**src/rtl/vx_alu_commit_arb.sv**
```systemverilog
// Commit-response arbiter: merges NUM_INPUTS buffered sub-unit streams into one
// registered commit stream with selectable round-robin / fixed / aging policy.
module vx_alu_commit_arb #(
    parameter int  NUM_INPUTS = 3,
    parameter int  DATAW      = 128,
    parameter int  BUF_DEPTH  = 2,
    parameter int  ARB_MODE   = 0,
    parameter int  MAX_WAIT   = 7,
    localparam int SEL_W      = (NUM_INPUTS > 1) ? $clog2(NUM_INPUTS) : 1
) (
    input  logic                        clk,
    input  logic                        reset_n,
    input  logic [NUM_INPUTS-1:0]       valid_in,
    input  logic [NUM_INPUTS*DATAW-1:0] data_in,
    output logic [NUM_INPUTS-1:0]       ready_in,
    output logic                        valid_out,
    output logic [DATAW-1:0]            data_out,
    output logic [SEL_W-1:0]            sel_out,
    input  logic                        ready_out,
    output logic [31:0]                 conflict_cnt
);

    localparam int         PTR_W    = $clog2(BUF_DEPTH);
    localparam int         CNT_W    = PTR_W + 1;
    localparam logic [7:0] WAIT_MAX = 8'(MAX_WAIT);

    logic [DATAW-1:0]      mem      [NUM_INPUTS][BUF_DEPTH];
    logic [PTR_W-1:0]      wr_ptr   [NUM_INPUTS];
    logic [PTR_W-1:0]      rd_ptr   [NUM_INPUTS];
    logic [CNT_W-1:0]      count    [NUM_INPUTS];
    logic [7:0]            wait_cnt [NUM_INPUTS];

    logic [NUM_INPUTS-1:0] full, head_valid, push, pop, pri_mask;
    logic [SEL_W-1:0]      rr_ptr, grant_idx;
    logic [DATAW-1:0]      head_data;
    logic [3:0]            num_valid;
    logic                  adv, grant_any, found;

    always_comb begin
        for (int i = 0; i < NUM_INPUTS; i++) begin
            full[i]       = (count[i] == CNT_W'(BUF_DEPTH));
            head_valid[i] = (count[i] != '0);
        end
    end

    // No path from ready_out: a full FIFO refuses a push even when it pops.
    assign ready_in  = reset_n ? ~full : '0;
    assign push      = valid_in & ready_in;
    assign adv       = ~valid_out | ready_out;
    assign grant_any = |head_valid;

    // NOTE: every variable in a combinational block gets a default first, otherwise a latch is inferred.
    always_comb begin
        pri_mask  = '0;
        grant_idx = '0;
        found     = 1'b0;
        num_valid = '0;
        pop       = '0;
        head_data = '0;
        for (int j = 0; j < NUM_INPUTS; j++) begin
            case (ARB_MODE)
                0:       pri_mask[j] = head_valid[j] & (SEL_W'(j) >= rr_ptr);
                2:       pri_mask[j] = head_valid[j] & (wait_cnt[j] == WAIT_MAX);
                default: pri_mask[j] = 1'b0;
            endcase
        end
        // First pass picks the preferred set (rr window or aged heads), second falls back to lowest index.
        for (int j = 0; j < NUM_INPUTS; j++) begin
            if (!found && pri_mask[j]) begin
                grant_idx = SEL_W'(j);
                found     = 1'b1;
            end
        end
        for (int j = 0; j < NUM_INPUTS; j++) begin
            if (!found && head_valid[j]) begin
                grant_idx = SEL_W'(j);
                found     = 1'b1;
            end
        end
        for (int j = 0; j < NUM_INPUTS; j++) begin
            num_valid = num_valid + 4'(head_valid[j]);
            if (grant_idx == SEL_W'(j)) begin
                head_data = mem[j][rd_ptr[j]];
                pop[j]    = adv & grant_any;
            end
        end
    end

    // NOTE: payload storage carries no reset; occupancy counters alone decide what is valid.
    always_ff @(posedge clk) begin
        for (int i = 0; i < NUM_INPUTS; i++) begin
            if (push[i]) mem[i][wr_ptr[i]] <= data_in[i*DATAW +: DATAW];
        end
    end

    // NOTE: sequential state uses non-blocking assignments so all flops update together.
    always_ff @(posedge clk or negedge reset_n) begin
        if (!reset_n) begin
            for (int i = 0; i < NUM_INPUTS; i++) begin
                wr_ptr[i]   <= '0;
                rd_ptr[i]   <= '0;
                count[i]    <= '0;
                wait_cnt[i] <= '0;
            end
        end else begin
            for (int i = 0; i < NUM_INPUTS; i++) begin
                if (push[i]) wr_ptr[i] <= wr_ptr[i] + PTR_W'(1);
                if (pop[i])  rd_ptr[i] <= rd_ptr[i] + PTR_W'(1);
                case ({push[i], pop[i]})
                    2'b10:   count[i] <= count[i] + CNT_W'(1);
                    2'b01:   count[i] <= count[i] - CNT_W'(1);
                    default: count[i] <= count[i];
                endcase
                if (!head_valid[i] || pop[i])
                    wait_cnt[i] <= '0;
                else if (adv && wait_cnt[i] != WAIT_MAX)
                    wait_cnt[i] <= wait_cnt[i] + 8'd1;
            end
        end
    end

    always_ff @(posedge clk or negedge reset_n) begin
        if (!reset_n) begin
            valid_out    <= 1'b0;
            data_out     <= '0;
            sel_out      <= '0;
            rr_ptr       <= '0;
            conflict_cnt <= '0;
        end else if (adv) begin
            valid_out <= grant_any;
            if (grant_any) begin
                data_out <= head_data;
                sel_out  <= grant_idx;
                rr_ptr   <= (grant_idx == SEL_W'(NUM_INPUTS - 1)) ? '0 : grant_idx + SEL_W'(1);
                if (num_valid >= 4'd2) conflict_cnt <= conflict_cnt + 32'd1;
            end
        end
    end

endmodule
```
**config.mk**
```make
export PLATFORM = sky130hd
export DESIGN_NAME = vx_alu_commit_arb
export DESIGN_NICKNAME = d
export VERILOG_FILES = /design/src/rtl/vx_alu_commit_arb.sv
export SDC_FILE = /design/constraint.sdc
export NUM_CORES = 1
export LEC_CHECK = 0
export ABC_AREA = 1
export CAP_MARGIN = 30
export CORE_MARGIN = 2
export CORE_UTILIZATION = 38
export CTS_CLUSTER_DIAMETER = 30
export DETAILED_ROUTE_END_ITERATION = 8
export GPL_ROUTABILITY_DRIVEN = 0
export PLACE_DENSITY = 0.65
export SYNTH_ARGS = -nofsm -noshare
export SYNTH_HDL_FRONTEND = slang
export SYNTH_SLANG_ARGS = --single-unit
```
**constraint.sdc**
```tcl
create_clock -name clk -period 12.9 [get_ports clk]
set_input_delay 1.29 -clock clk [delete_from_list [all_inputs] [get_ports clk]]
set_output_delay 1.29 -clock clk [all_outputs]
set_load 0.005 [all_outputs]
```
# After elaboration in Yosys (flattened, before gate mapping)
# Memories as Yosys holds them, arrays and structs flattened.
# Index checks and enable logic that the tools add are counted.
[op_classes] n_addsub=16 bitwise_logic=14 order_cmp=13 eq_ne=11 reduce_logical=23 mux=42
[ops] operator="$mux W128" count=15
[ops] operator="$mux W256" count=3
[ops] operator="$demux W128 S1" count=3
[ops] operator="$add A32 B1 Y32 const B" count=1
[ops] operator="$eq A2 B2 Y1 const B" count=7
[ops] operator="$ge A2 B2 Y1 const B" count=6
[ops] operator="$mux W1" count=12
[ops] operator="$not A1 Y2" count=6
[ops] operator="$pmux W2 S2" count=3
[ops] operator="$reduce_bool A2 Y1" count=6
[ops] operator="$mux W2" count=5
[ops] operator="$add A2 B1 Y2 const B" count=4
[ops] operator="$eq A2 B1 Y1 const B" count=4
[ops] operator="$logic_and A1 B1 Y1" count=8
[ops] operator="$add A1 B1 Y1 const B" count=6
[ops] operator="$lt A2 B1 Y1 const B" count=3
[ops] operator="$sub A2 B1 Y2 const B" count=3
[ops] operator="$logic_not A1 Y1" count=5
[ops] operator="$and A1 B1 Y1" count=4
[ops] operator="$ge A1 B2 Y1 const A" count=2
[ops] operator="$add A2 B1 Y3" count=1
[ops] operator="$and A3 B3 Y3" count=1
[ops] operator="$ge A3 B2 Y1 const B" count=1
[ops] operator="$mux W3" count=1
[ops] operator="other kinds (9)" count=9
[word_totals] ramBits=768 mem_count=1 in_bits=390 word_cells=134 output_inout_bits=166 regBits=177
[mem_list] memory="mem" words=3 word_bits=256 rd=3 rd_clocked_by_memory_dff=0 write_ports=3 line="27" rtl="logic [DATAW-1:0] mem [NUM_INPUTS][BUF_DEPTH];"

# Logic depth before layout (Yosys ltp)
# Gate-level depths: netlist of the first run.
[depth] word_depth=22 mapped_depth=14 depth_no_buf=13

# Least setup slack after synthesis of the first run
# OpenSTA, ideal clock, no wires.
[synth_path] path_type="input -> register" start="input reset_n" end="memory mem[0][0] (netlist name) (enable)" setup_slack_ns=5.294 cell_stages=4 required_time_ns=12.283 arrival_time_ns=6.989 path_buffers=0 setup_ns=0.617 cell_sequence="inv_1 -> a21oi_1 -> nand2_1 -> nor2_1"
[synth_lines] element="start, declared" line="12" rtl="input logic reset_n,"
[synth_lines] element="end, declared" line="27"

# Worst setup path in the final report of the first run
[layout_path] start="input reset_n" end="output ready_in[0]"
[layout_via] elab_chain_cells=1
[layout_rtl] element="$mux W3" line="47" rtl="assign ready_in = reset_n ? ~full : '0;"
[layout_rtl] element="end, declared" line="15" rtl="output logic [NUM_INPUTS-1:0] ready_in,"
# No other way between the ends.

==> metrics, run 1 <==
Total Wirelength 119000 um; die width approximately 320 um; Max Cap Viol 0; TritonCTS clock tree done; Tcrit/Tclk final a little under a third; fmax approximately 250 MHz; Clock Skew just under 0.05 ns; cell row count between 100 and 150; CTS Buffer Depth 3; initial DRC count roughly 2500; HP Class flip-flop to flip-flop; Final Util just over 50%; ys flop type edfxtp_1; largest net degree at the start of global routing 130; Die H roughly 320 um; Placeable Area between 90000 and 100000 um^2; Hold-fix buffers, CTS 0; layout cells sized above 1 slightly above 9%; crit path max fanout 70; met3 usage in global routing under 10%; Area growth, synth to finish 36.2%; synth warn 0; CP arrival about 2.8 ns; global-route track usage on met2 37.8%; NetSw 0.00465 W; Data required, critical path 11.61 ns; Total GRT Usage a little under a quarter; PD cells 255 nW/um^2; # Post-CTS Setup Buffers 0; RSZ-0062 raised after global routing false; Setup CP Type primary input to output pin; global-route wire length before repair ~170000 um; ANT nets after route 0; H-Tree Depth 4; Synth Cell Area about 38000 um^2; cts bufs inserted roughly 200; status finished, final reports clean; Rel. slew slack 30.4%; Critical Path Sink Type output pin; initial core utilization a little under two fifths; grt total ovfl 0; maximum vdd drop about 0.21 mV; Crit-path slowest cell clkdlybuf4s50_1; nets 4519; Pint around 0.0086 W; Via Count ~28000; drt via density ~5.0; dpl hpwl 70700 um; Clock Root Buffer clkbuf_16; vias in the first global route 28053; sequential area share after synthesis slightly above 70%; setup TNS 0 ns; P_leak approximately 21 nW; cts repair resizes 0; clock power share between 30% and 40%; CTS sink cnt between 900 and 1000; average size of a mapped cell around 11 um^2; measured slew at the worst slew-check pin between 1 and 1.5 ns; worst skew pair latency just under 0.8 ns; Filler Cells Inserted roughly 8400; Post-synth EDFFs 768; port buffer count 555; min Tclk post-route slightly above 4 ns; # DRC 0; Post-Synthesis Cells 3516; Final setup viols 0; GR peak layer met2; Critical Path, Cell by Cell clkbuf_8 -> inv_1 -> a21oi_1 -> clkdlybuf4s50_1; CP peak stage delay about 0.57 ns; drt first pass iters 5; routed len/inst 21.2 um; Async SR Flop Fraction 18.7%; Comb power frac a little under 30%; Max Slew Vio Count 0; post-synthesis sequential element count 945; Netlist cell types 24; Net Sw Frac about a third; part of the power in registers between 30 and 40%; M1 GR Usage between 20% and 30%; die footprint 103000 um^2; I/O Pins between 500 and 600; initial antenna violation count 26; Post-Syn Nets between 3000 and 4000; Fin. Hold Viols 0; clock transition at the registers of the reported paths ~0.040 ns; Startpoint Class primary input
layer usage:
layer,up-vias,part of all wire (%)
met4,14,3.3
met5,-,0.084
met2,1131,48
li1,13042,-
met3,232,7.2
met1,13701,41
critical path: cells and delay by family:
family | cells | cell delay (ns)
buffers and inverters | 3 | 1.18
AOI/OAI and AO/OA | 1 | 0.25
worst paths after layout:
check | depth (start not counted) | slack (ns) | end | from
worst max-delay path | 4 | 8.85 | ready_in[0] | reset_n
worst min-delay path | 2 | 0.48 | data_out[97] | data_out[97]
worst max register to register | 10 | 9.12 | data_out[91] | count[2]
worst min register to register | 2 | 0.48 | data_out[97] | data_out[97]
max in group asynchronous | 3 | 11.32 | data_out[99] | reset_n
min in group asynchronous | 1 | 0.55 | conflict_cnt[22] | reset_n
synth_stat cells, types with 6 or more instances:
| cell | n | area (um^2) |
|---|---|---|
| nand2_1 | 1925 | 7230 |
| edfxtp_1 | 768 | 23100 |
| dfrtp_1 | 177 | 4430 |
| nand3_1 | 145 | 726 |
| nand4_1 | 131 | 820 |
| clkbuf_1 | 92 | 345 |
| buf_2 | 76 | 380 |
| nor2_1 | 53 | 199 |
| inv_1 | 42 | 158 |
| o21ai_0 | 22 | 110 |
| xor2_1 | 17 | 149 |
| nor3_1 | 14 | 70.1 |
| xnor2_1 | 11 | 96.3 |
| buf_1 | 9 | 33.8 |
| a21oi_1 | 7 | 35.0 |
| buf_4 | 6 | 45.0 |
final cells by class:
class	instances	area [um^2]	area share, %
clock inverters	140	1670	3.23
inverters	47	191	0.369
multi-input cells	2339	9650	18.6
flip-flops and latches	945	27500	53.1
repair buffers	595	6000	11.6
clock buffers	229	5130	9.90
well taps	1298	1620	3.13
diodes	21	52.6	0.101
registers in the layout, indices dropped and copies added (netlist names):
name          count
count             6
valid_out         1
rr_ptr            2
mem             768
rd_ptr            3
sel_out           2
data_out        128
conflict_cnt     32
wr_ptr            3
metrics by stage:
step | setup slack, ns | instances | instance area [um^2] | hold WS [ns] | power, W
floorplan | 5.29 | 3516 | 38100 | 0.472 | 0.00652
global placement | 8.31 | 5217 | 44800 | 0.462 | 0.00812
detailed placement | 8.28 | 5220 | 44900 | 0.464 | 0.00818
CTS | 8.83 | 5589 | 51700 | 0.481 | 0.0133
global route | 8.69 | 5610 | 51800 | 0.500 | 0.0139
finish | 8.85 | 5614 | 51800 | 0.477 | 0.0132
cells in the final DEF (no fill, tap or decap), drive strengths merged:
master and instances:
nand3 145, clkinvlp 18, clkbuf 230, and3 1
nor2 56, nor3 14, xnor2 11, inv 77
nand2 1929, xor2 17, nand4 131, a21oi 7
clkinv 68, buf 40, nand3b 1, dfrtp 177
ha 5, diode 21, bufinv 24, edfxtp 768
clkdlybuf4s50 554, o21ai 22
kinds of logic after synthesis:
group / after synthesis / synth area share (%)
buffers and inverters: 232 / 2.64
AND/OR/NAND/NOR: 2277 / 23.9
adder cells (fa/ha/maj): 5 / 0.164
XOR/XNOR: 28 / 0.644
flip-flops: 945 / 72.3
AO/OA/AOI/OAI: 29 / 0.381
power by group through the flow:
stage / Sequential [W] / Combinational (W) / Clock [W]
after floorplan: 0.00422 / 0.00230 / 0
after global placement: 0.00426 / 0.00385 / 0
after detailed placement: 0.00427 / 0.00391 / 0
after CTS: 0.00422 / 0.00393 / 0.00513
after global routing: 0.00427 / 0.00433 / 0.00529
final: 0.00422 / 0.00392 / 0.00507
No activity file was read; power rests on OpenSTA's default activity.
==> run 2, diff against run 1 <==
==> constraint.sdc (replaced) <==
create_clock -name clk -period 3.8 [get_ports clk]
set_input_delay 0.38 -clock clk [delete_from_list [all_inputs] [get_ports clk]]
set_output_delay 0.38 -clock clk [all_outputs]
set_load 0.005 [all_outputs]
==> run 2 against run 1 <==
Against the previous run: utilization grew 0.34 points; global-route usage grew 0.23 points; critical path depth grew 6; critical path type is now flip-flop to flip-flop; largest cell class unchanged; highest routed layer unchanged.
==> metrics, run 2 (synthesized netlist as in run 1, its figures left out) <==
status finished, final reports clean; initial antenna violation count 35 (+35%); die width 320 um (unchanged); I/O Pins 556 (unchanged); fmax ~360 MHz; TritonCTS clock tree done; cell area after layout 52200 um^2 (+0.64%); # Post-CTS Setup Buffers 0 (unchanged); Final setup viols 0 (unchanged); most common cell after layout, fill and taps aside nand2_1; P_leak 21.3 nW (+0.64%); initial core utilization 38.2% (unchanged); part of the power in registers 31.4% (-0.6 points); CTS Buffer Depth 3 (unchanged); Pint 0.0295 W (+240%); Die H 320 um (unchanged); port buffer count 555 (unchanged); routed len/inst 21.3 um (+0.48%); Setup CP Type flip-flop to flip-flop; Post-DP Area 45200 um^2 (+0.69%); Total GRT Usage 23.2% (+0.23 points); HP Class primary input to flip-flop; RSZ-0062 raised after global routing false; setup TNS 0 ns (unchanged); Data required, critical path 4.48 ns (-7.13 ns); measured slew at the worst slew-check pin 1.00 ns (-0.0410 ns); NetSw 0.0158 W (+240%); ANT nets after route 0 (unchanged); cell row count 116 (unchanged); drt via density 5.02 (+0.21%); Clock Skew 0.0686 ns (+0.0194 ns); hold depth 1 (-1); Comb power frac 30.2% (+0.5 points); Reg2Reg Depth 10 (unchanged); global-route wire length before repair 177000 um (+1.6%); clock transition at the registers of the reported paths 0.05 ns (about the same); cts repair resizes 0 (unchanged); most frequent cells in the layout 1924 x nand2_1, 768 x edfxtp_1, 554 x clkdlybuf4s50_1, 196 x clkbuf_16, 174 x dfrtp_1; Max Slew Vio Count 0 (unchanged); Hold-fix buffers, CTS 1 (+1); Fin. Hold Viols 0 (unchanged); min Tclk post-route around 2.7 ns; vias in the first global route 28258 (+0.73%); dpl hpwl 70000 um (-0.99%); # DRC 0 (unchanged); maximum vdd drop 1.17 mV (+450%); PD cells 868 nW/um^2 (+240%); Final Util 52.3% (+0.34 points); Via Count 28238 (+0.42%); Clock Root Buffer clkbuf_16; crit path max fanout 127 (+81%); clock power share 38.5% (about the same); total power 0.0453 W (+240%); Net Sw Frac 34.9% (-0.25 points); CTS sink cnt 945 (unchanged); largest net degree at the start of global routing 130 (unchanged); drt first pass iters 7 (+2); nets 4529 (+0.22%); Tcrit/Tclk final 72.3%; grt total ovfl 0 (unchanged); layout cells sized above 1 9.38% (+0.27 points); Max Cap Viol 0 (unchanged); Startpoint Class flip-flop; Placeable Area 99700 um^2 (unchanged); die footprint 103000 um^2 (unchanged); max reg flops 768 (unchanged); worst skew pair latency 0.79 ns (+0.02 ns); Area growth, synth to finish 37.1%; Critical Path Sink Type flip-flop; Total Wirelength 120000 um (+0.70%); CP arrival 3.42 ns (+0.66 ns); initial DRC count 2396 (-4.9%); H-Tree Depth 4 (unchanged); Rel. slew slack 33.2% (+2.7 points); cts bufs inserted 196 (unchanged)
run 2: cell count changes in the layout (fill, tap and decap cells not counted), sizes merged:
| cell | delta |
|---|---|
| clkinv | +1 |
| buf | +9 |
| dlygate4sd3 | +1 |
| diode | -2 |
| inv | -13 |
| clkbuf | +14 |
| bufinv | +2 |
run 2: worst paths after layout:
| check | slack (ns) | endpoint | start |
|---|---|---|---|
| min reg2reg | 0.47 | data_out[80] | data_out[80] |
| max in group asynchronous | 2.01 | data_out[15] | reset_n |
| max | 1.05 | data_out[9] | count[2] |
| min | 0.16 | mem[0][522] | data_in[266] |
| min in group asynchronous | 0.34 | conflict_cnt[29] | reset_n |
| max reg2reg | 1.05 | data_out[9] | count[2] |
run 2: metrics by stage:
stage               hold slack, ns  instances  setup slack [ns]
finish                       0.163       5626              1.05
global route                 0.126       5624             0.835
CTS                          0.109       5607              1.07
detailed placement           0.464       5233              1.01
global placement             0.464       5232             0.944
floorplan                   0.0844       3516            -0.804
run 2: area by class of cell:
type                       instances  area (um^2)
fill                            8433        47500
clock buffer                     243         5210
clock inverter                   130         1720
multi-input combinational       2339         9650
sequential                       945        27500
antenna                           19         47.5
timing repair buffer             605         6220
inverter                          47          191
tap                             1298         1620
run 2: layer usage:
layer | routed length (um) | global-route usage, %
met5 | 230 | 0
met2 | 58500 | 38.4
met3 | 8930 | 5.85
met4 | 3530 | 9.47
met1 | 48500 | 29.1
run 2: worst max-delay path, stage by stage (launching register included):
cell and delay, ns:
dfrtp_1 0.43, nor2_2 0.18, nor2_1 0.11, nor2_1 0.30, nand2_8 0.35, inv_4 0.17
buf_12 0.60, nand2_1 0.14, nand3_1 0.14, nand2_1 0.06, nand2_1 0.09
run 2: power groups by stage:
stage	clock network [W]	registers (W)	logic (W)
5_1_grt	0.0182	0.0143	0.0151
6_report	0.0174	0.0142	0.0136
3_5_place_dp	0	0.0143	0.0137
3_3_place_gp	0	0.0143	0.0135
4_1_cts	0.0176	0.0142	0.0138
2_1_floorplan	0	0.0142	0.00782
